`config.mk`:
```
export PLATFORM = sky130hd
export DESIGN_NAME = mc_ctrl_fsm_v2
export DESIGN_NICKNAME = d
export VERILOG_FILES = /design/src/rtl/mc_ctrl_fsm_v2.sv
export SDC_FILE = /design/constraint.sdc
export NUM_CORES = 1
export LEC_CHECK = 0
export ABC_AREA = 1
export CORE_ASPECT_RATIO = 0.9
export CORE_MARGIN = 2
export CORE_UTILIZATION = 30
export CTS_CLUSTER_SIZE = 8
export DETAILED_ROUTE_END_ITERATION = 10
export PLACE_DENSITY = 0.71
export SLEW_MARGIN = 10
export SYNTH_ARGS = -nofsm -noshare
export SYNTH_HDL_FRONTEND = slang
export SYNTH_SLANG_ARGS = --single-unit
export TNS_END_PERCENT = 20
```
`constraint.sdc`:
```
create_clock -name clk -period 2 [get_ports clk]
set_clock_uncertainty 0.2 [all_clocks]
set_input_delay 0.4 -clock clk [delete_from_list [all_inputs] [get_ports clk]]
set_output_delay 0.4 -clock clk [all_outputs]
set_load 0.05 [all_outputs]
```
`src/rtl/mc_ctrl_fsm_v2.sv`:
```
// rtl/mc_ctrl_fsm_v2.sv - multi-cycle RV32I control FSM with memory handshake timeout
// Optional cycle/instret counters are built when CTRL_PERF_CNT_EN is defined.
module mc_ctrl_fsm_v2 #(
    parameter int TO_W        = 8,
    parameter int MEM_TIMEOUT = 255,
    parameter int CNT_W       = 32
) (
    input  logic             clk,
    input  logic             reset,
    input  logic [6:0]       opcode,
    input  logic             bcond,
    input  logic             mem_ready,
    output logic             mem_read,
    output logic             mem_write,
    output logic             i_or_d,
    output logic             IR_write,
    output logic             PC_write,
    output logic             reg_write,
    output logic [1:0]       mem_to_reg,
    output logic [1:0]       ALU_src_a,
    output logic [1:0]       ALU_src_b,
    output logic [1:0]       ALU_op,
    output logic             is_ecall,
    output logic             illegal_inst,
    output logic             mem_err,
    output logic [3:0]       state_o,
    output logic [CNT_W-1:0] cycle_cnt,
    output logic [CNT_W-1:0] instret_cnt
);
    typedef enum logic [3:0] {
        S_IF = 4'd0, S_ID = 4'd1, S_MA = 4'd2, S_MR = 4'd3,
        S_MW = 4'd4, S_WB = 4'd5, S_EX = 4'd6, S_EXI = 4'd7,
        S_RC = 4'd8, S_BR = 4'd9, S_BRT = 4'd10, S_JAL = 4'd11,
        S_JALR = 4'd12, S_HALT = 4'd13, S_ILL = 4'd14, S_ERR = 4'd15
    } state_t;

    localparam logic [6:0] OP_LOAD   = 7'b0000011;
    localparam logic [6:0] OP_STORE  = 7'b0100011;
    localparam logic [6:0] OP_R      = 7'b0110011;
    localparam logic [6:0] OP_I      = 7'b0010011;
    localparam logic [6:0] OP_BRANCH = 7'b1100011;
    localparam logic [6:0] OP_JAL    = 7'b1101111;
    localparam logic [6:0] OP_JALR   = 7'b1100111;
    localparam logic [6:0] OP_SYSTEM = 7'b1110011;
    localparam logic [TO_W-1:0] TO_LIM = TO_W'(MEM_TIMEOUT - 1);

    state_t          state, next;
    logic [TO_W-1:0] wait_cnt;
    logic            in_wait, timeout;

    assign in_wait = (state == S_IF) || (state == S_MR) || (state == S_MW);
    // A ready response on the limit cycle still advances normally.
    assign timeout = (MEM_TIMEOUT != 0) && in_wait && !mem_ready && (wait_cnt == TO_LIM);

    always_comb begin
        next = state;
        case (state)
            S_IF:  if (mem_ready) next = S_ID;
            S_ID: begin
                case (opcode)
                    OP_LOAD, OP_STORE: next = S_MA;
                    OP_R:              next = S_EX;
                    OP_I:              next = S_EXI;
                    OP_BRANCH:         next = S_BR;
                    OP_JAL:            next = S_JAL;
                    OP_JALR:           next = S_JALR;
                    OP_SYSTEM:         next = S_HALT;
                    default:           next = S_ILL;
                endcase
            end
            S_MA:  next = (opcode == OP_LOAD) ? S_MR : S_MW;
            S_MR:  if (mem_ready) next = S_WB;
            S_MW:  if (mem_ready) next = S_IF;
            S_EX, S_EXI: next = S_RC;
            S_BR:  next = bcond ? S_BRT : S_IF;
            S_WB, S_RC, S_BRT, S_JAL, S_JALR: next = S_IF;
            default: next = state;
        endcase
        if (timeout) next = S_ERR;
    end

    always_ff @(posedge clk) begin
        if (reset) begin
            state    <= S_IF;
            wait_cnt <= '0;
        end else begin
            state    <= next;
            wait_cnt <= (in_wait && !mem_ready) ? wait_cnt + TO_W'(1) : '0;
        end
    end

    always_comb begin
        mem_read     = 1'b0;
        mem_write    = 1'b0;
        i_or_d       = 1'b0;
        IR_write     = 1'b0;
        PC_write     = 1'b0;
        reg_write    = 1'b0;
        mem_to_reg   = 2'b00;
        ALU_src_a    = 2'b00;
        ALU_src_b    = 2'b00;
        ALU_op       = 2'b00;
        is_ecall     = 1'b0;
        illegal_inst = 1'b0;
        mem_err      = 1'b0;
        case (state)
            S_IF:   begin mem_read = 1'b1; IR_write = mem_ready; end
            S_ID:   begin ALU_src_b = 2'b01; PC_write = 1'b1; end
            S_MA:   begin ALU_src_a = 2'b01; ALU_src_b = 2'b10; end
            S_MR:   begin mem_read = 1'b1; i_or_d = 1'b1; end
            S_MW:   begin mem_write = 1'b1; i_or_d = 1'b1; end
            S_WB:   begin reg_write = 1'b1; mem_to_reg = 2'b01; end
            S_EX:   begin ALU_src_a = 2'b01; ALU_op = 2'b10; end
            S_EXI:  begin ALU_src_a = 2'b01; ALU_src_b = 2'b10; ALU_op = 2'b10; end
            S_RC:   reg_write = 1'b1;
            S_BR:   begin ALU_src_a = 2'b01; ALU_op = 2'b01; end
            S_BRT:  begin ALU_src_a = 2'b10; ALU_src_b = 2'b10; PC_write = 1'b1; end
            S_JAL: begin
                ALU_src_a = 2'b10; ALU_src_b = 2'b10;
                PC_write = 1'b1; reg_write = 1'b1; mem_to_reg = 2'b10;
            end
            S_JALR: begin
                ALU_src_a = 2'b01; ALU_src_b = 2'b10;
                PC_write = 1'b1; reg_write = 1'b1; mem_to_reg = 2'b10;
            end
            S_HALT: is_ecall = 1'b1;
            S_ILL:  illegal_inst = 1'b1;
            S_ERR:  mem_err = 1'b1;
            default: ;
        endcase
    end

    assign state_o = state;

`ifdef CTRL_PERF_CNT_EN
    logic [CNT_W-1:0] cyc_q, ret_q;

    always_ff @(posedge clk) begin
        if (reset) begin
            cyc_q <= '0;
            ret_q <= '0;
        end else begin
            if (!(state == S_HALT || state == S_ILL || state == S_ERR))
                cyc_q <= cyc_q + CNT_W'(1);
            if (state != S_IF && next == S_IF)
                ret_q <= ret_q + CNT_W'(1);
        end
    end

    assign cycle_cnt   = cyc_q;
    assign instret_cnt = ret_q;
`else
    assign cycle_cnt   = '0;
    assign instret_cnt = '0;
`endif
endmodule

```
==> impl_metrics.csv, run 1 <==
group,metric,value,unit
status,status,"completed",
global_routing,busiest_layer,"met2",
hold_path,hp-start,"wait_cnt[0]$_SDFF_PP0_",
cells_and_area,mostFrequentLayoutCells,"conb_1, inv_1, nand2_1",
hold_path,hold_class,"register to register",
clock_network,htreeDepth,1,
timing,tns,0,ps
clock_network,root_buffer,"clkbuf_8",
cells_and_area,syn2layout_area_growth,36.7,%
setup_path,endpoint_kind,"output pin",
global_routing,grt_pass1_vias,1131,
yosys,ys_warn_count,0,
die,design.die.area,0.00530,mm^2
setup_path,startpoint,"state_o[0]$_SDFFE_PP0P_",
yosys,synth_seq_cells,12,
timing,rsz0062_at_grt,"true",
yosys,synth_edf_count,0,
timing,final_hold_viol_count,0,
setup_path,cp_slowest_cell,"dfxtp_4",
yosys,yosys.area.top_type,"buf_4",
power,leakage,0.000949,uW
global_routing,grt_use_met3,1.82,%
global_routing,grt_max_degree,9,
die,row_count,23,
global_routing,grt_use_total,10.8,%
setup_path,crit_path_start_kind,"register",
clock_network,cts.sinks,12,
cells_and_area,fin_nets,278,
power,peakVddDrop,0.510,mV
yosys,ys.flop_type,"dfxtp_1",
yosys,synth_area_per_cell,6.36,um^2
timing,fmax,515,MHz
route,dr.pass1.iters,5,
setup_path,crit_path_max_incr_delay,390,ps
route,drt_wl_total,3.10,mm
clock_network,cts.path.max_buffers,2,
placed_design,place_hpwl,2.56,mm
timing,period_share,97.2,%
timing,timing.hold.ws,255,ps
global_routing,use_met1,12.8,%
global_routing,grt-ovfl-total,0,
setup_path,path_cells,"inv_1 -> nor2_2 -> inv_2 -> nor2_4 -> a21oi_1 -> nand2_2 -> buf_12",
die,initial_core_util,31.6,%
die,die_x,76.5,um
yosys,ys_async_sr_fraction,0,%
die,dieHeight,69.2,um
yosys,ys_seq_area_share,16.9,%
cells_and_area,diodes,0,
run,drv_cap,0,
clock_network,cts.clk_slew.worst_paths,50,ps
clock_network,clk_latency,240,ps
global_routing,grt_pass1_wl,4.83,mm
route,avgViaCountPerCell,4.03,
power,power.density,1360,mW/mm^2
global_routing,grt_antenna_before_repair,0,
timing,period_minus_slack,1940,ps
setup_path,r2r_start,"state_o[0]$_SDFFE_PP0P_",
yosys,synth.area.top_cells,"buf_4, dfxtp_1, nor2_1",
yosys,mappedNetlistArea,0.00142,mm^2
placed_design,gp_congestion,0.799,
setup_path,crit_arrival,1340,ps
cells_and_area,layout.cells.most_common,"conb_1",
die,ios,96,
yosys,synth.top_cell.area_share,33.9,%
yosys,syn-instance-count,223,
cells_and_area,fin_util,43.2,%
placed_design,portBuffers,31,
setup_path,cp_max_fo,6,
clock_network,numCtsBuffers,3,
timing,drv_slew,0,
die,fp.coreArea,0.00449,mm^2
clock_network,hold_buffers,0,
cells_and_area,drive_above_1_share,27.3,%
route,wl_per_cell,9.51,um
timing,setup_violations,0,
clock_network,tritoncts,"yes",
global_routing,use_met2,19.4,%
yosys,synth.distinct_cells,29,
route,route.detailed.drc,0,
route,vias,1315,
setup_path,path_class,"register to output pin",
route,drt_iter0_markers,39,
setup_path,crit_required,1400,ps
route,ant_nets,0,
==> layout make-up <==
type                       count  area, um^2
sequential                    12         253
tap                           62        77.6
fill                         455        2550
multi-input combinational    177         898
inverter                      33         128
timing repair buffer          38         528
clock buffer                   4        55.1
==> registers in the layout, indices dropped and copies added (netlist names) <==
register and cells:
wait_cnt 8, state_o 4
==> Yosys cell counts (2+ instances only) <==
cell type / instances
a21oi_1: 7
a31oi_1: 2
buf_4: 64
dfxtp_1: 12
ha_1: 2
inv_1: 32
nand2_1: 29
nand2_2: 3
nand3_1: 7
nand3b_1: 2
nand4_1: 2
nor2_1: 33
nor3_1: 5
nor3b_1: 2
nor4_1: 2
o21ai_0: 6
==> through the flow <==
step	std cells	power, uW	setup slack, ps	cell area (um^2)
2_1_floorplan	286	1640	-110	1710
3_5_place_dp	320	2260	-22.7	1810
4_1_cts	324	2530	-34.3	1870
3_3_place_gp	320	2240	27.0	1810
5_1_grt	326	2750	-27.1	1940
6_report	326	2640	56.4	1940
==> path summary, 6_finish.rpt <==
kind,endpoint,slack [ps],depth (start not counted)
min,wait_cnt[0]$_SDFF_PP0_,260,1
max reg2reg,state_o[3]$_SDFFE_PP0P_,340,8
max,reg_write,60,7
min reg2reg,wait_cnt[0]$_SDFF_PP0_,260,1
==> logic make-up (layout without fill, tap and decap cells) <==
kind of cell | Yosys count | after routing | share of synthesized area (%)
xor gates and xnor gates | 1 | 1 | 0.617
DFF | 12 | 12 | 16.9
AOI/OAI and AO/OA | 21 | 21 | 9.44
buffers and inverters | 97 | 75 | 42.6
other | 1 | 64 | 0.264
adders and majority gates | 2 | 2 | 1.76
and+or+nand+nor | 89 | 89 | 28.4
==> routing by layer <==
layer,vias up,part of all wire (%)
met1,591,39
met4,0,1.4
li1,650,-
met3,4,7.8
met2,70,51
met5,-,0
==> worst max-delay path: cells and delay by family, from the launching register on <==
kind	cells	cell delay (ps)
buf+inv	3	290
flops	1	390
simple gates	3	350
compound gates	1	60
==> power breakdown <==
part           switching (uW)  internal, uW
clock network            84.3           173
logic                    1290           712
registers                80.8           295
==> repair_timing <==
action	in CTS	in global routing
pin swaps	1	1
setup endpoints to repair	6	8
gates resized for setup	3	22
buffers inserted	0	2
No activity file was read; power rests on OpenSTA's default activity.
==> inputs of run 2 (changes only) <==
--- a/config.mk
+++ b/config.mk
@@ -13,3 +13,3 @@
 export DETAILED_ROUTE_END_ITERATION = 10
-export PLACE_DENSITY = 0.71
+export PLACE_DENSITY_LB_ADDON = 0.12
 export SLEW_MARGIN = 10
==> constraint.sdc (replaced) <==
create_clock -name clk -period 2 [get_ports clk]
set_clock_uncertainty 0.2 [all_clocks]
set_input_delay 0.3 -clock clk [delete_from_list [all_inputs] [get_ports clk]]
set_output_delay 0.3 -clock clk [all_outputs]
set_load 0.05 [all_outputs]
==> impl_metrics.csv, run 2 (synthesized netlist as in run 1, its figures left out) <==
group,metric,value,unit
route,drt_wl_total,2.85,mm
setup_path,endpoint_kind,"output pin",
timing,timing.hold.ws,262,ps
die,design.die.area,0.00530,mm^2
timing,final_hold_viol_count,0,
power,finalPower,2520,uW
setup_path,path_class,"register to output pin",
setup_path,crit_path_start_kind,"register",
die,fp.coreArea,0.00449,mm^2
setup_path,r2r_start,"state_o[0]$_SDFFE_PP0P_",
clock_network,cts.clk_slew.worst_paths,60,ps
global_routing,grt_pass1_wl,4.62,mm
clock_network,clk_latency,240,ps
timing,setup_violations,0,
timing,setup_ws,85.3,ps
die,ios,96,
cells_and_area,fin_nets,273,
die,row_count,23,
placed_design,place_hpwl,2.46,mm
route,drt_iter0_markers,48,
cells_and_area,layout.cells.most_common,"conb_1",
hold_path,min_path_cells,1,
run,drv_cap,0,
global_routing,grt_use_total,10.3,%
placed_design,gp_congestion,0.816,
setup_path,worstReg2RegEnd,"state_o[1]$_SDFFE_PP0P_",
hold_path,hold_end,"wait_cnt[0]$_SDFF_PP0_",
hold_path,hold_class,"register to register",
clock_network,hold_buffers,0,
timing,period_share,95.7,%
timing,period_minus_slack,1910,ps
clock_network,cts.sinks,12,
global_routing,grt_max_degree,9,
setup_path,crit_arrival,1410,ps
die,initial_core_util,31.6,%
global_routing,grt_pass1_vias,1041,
clock_network,tritoncts,"yes",
route,wl_per_cell,8.89,um
timing,rsz0062_at_grt,"true",
power,power.density,1370,mW/mm^2
clock_network,root_buffer,"clkbuf_8",
global_routing,grt-ovfl-total,0,
status,status,"completed",
clock_network,cts.path.max_buffers,2,
setup_path,path_cells,"nor2_4 -> inv_1 -> nor2_1 -> nor2_2 -> o211ai_1 -> buf_12",
clock_network,htreeDepth,1,
timing,fmax,522,MHz
route,ant_nets,0,
route,route.detailed.drc,0,
setup_path,cp_max_fo,6,
route,dr.pass1.iters,4,
cells_and_area,drive_above_1_share,20.1,%
setup_path,r2r_cells,10,
power,leakage,0.000922,uW
global_routing,grt_antenna_before_repair,0,
route,vias,1233,
cells_and_area,syn2layout_area_growth,30.2,%
placed_design,place_ws,67.9,ps
cells_and_area,multi_input_comb_area,851,um^2
cells_and_area,largest_register_ffs,8,
cells_and_area,register_area,250,um^2
die,dieHeight,69.2,um
route,avgViaCountPerCell,3.84,
placed_design,portBuffers,31,
cells_and_area,mostFrequentLayoutCells,"conb_1, inv_1, nand2_1, nor2_1, buf_12",
cells_and_area,diodes,0,
die,die_x,76.5,um
setup_path,cp_slowest_cell,"dfxtp_4",
setup_path,r2r_setup_slack,360,ps
timing,drv_slew,0,
setup_path,crit_required,1500,ps
cells_and_area,top_register,"wait_cnt",
cells_and_area,fillers,491,
power,peakVddDrop,0.426,mV
hold_path,hp-start,"wait_cnt[0]$_SDFF_PP0_",
setup_path,crit_path_max_incr_delay,370,ps
clock_network,numCtsBuffers,3,
-- run 2: per-layer routing --
layer,vias to the layer above,track usage (%),wire [um]
met5,-,0,0
met4,0,3.03,21
met3,2,1.17,165
met2,59,16.7,1300
met1,529,14.3,1370
li1,643,-,-
-- run 2: how the worst max path moves through the flow --
stage	from	endpoint	slack (ps)	cells past startpoint
after floorplan	state_o[2]$_SDFFE_PP0P_	ALU_src_b[1]	-120	2
after global placement	opcode[1]	state_o[2]$_SDFFE_PP0P_	60	11
after detailed placement	opcode[0]	state_o[2]$_SDFFE_PP0P_	70	10
after CTS	state_o[0]$_SDFFE_PP0P_	ALU_src_b[1]	10	6
after global routing	state_o[0]$_SDFFE_PP0P_	ALU_src_b[1]	-50	6
final	state_o[0]$_SDFFE_PP0P_	ALU_src_b[1]	90	6
-- run 2: what timing repair did --
| item | 4_1_cts | 5_1_grt |
|---|---|---|
| hold endpoints to repair | 0 | 0 |
| resized for setup | 1 | 7 |
| pin swaps | 1 | 0 |
| setup buffers | 2 | 0 |
| setup endpoints to repair | 2 | 7 |
-- run 2: metrics by stage --
step / cells / setup TNS (ps) / util [%] / instance area [um^2]
after detailed placement: 315 / 0 / 39.2 / 1760
after global placement: 315 / 0 / 39.2 / 1760
after global routing: 321 / -63.1 / 41.1 / 1850
after CTS: 321 / 0 / 40.7 / 1830
final: 321 / 0 / 41.1 / 1850
after floorplan: 286 / -345 / - / 1690
-- run 2: layout make-up --
cell class,count,area share [%]
Tap cell,62,4.20
Sequential cell,12,13.6
Multi-Input combinational cell,177,46.1
Inverter,33,6.91
Timing Repair Buffer,33,26.3
Clock buffer,4,2.98
-- run 2: worst max-delay path, delay by kind of cell, from the launching register on --
kind,cells,cell delay [ps]
AND/OR/NAND/NOR,3,370
buffers and inverters,2,280
AO/OA/AOI/OAI,1,140
flip-flops,1,370
-- run 2: report_power, final --
group          leakage, uW  switching (uW)  internal [uW]
Clock            0.0000288            91.8            174
Combinational     0.000794            1240            649
Sequential       0.0000996            76.0            292
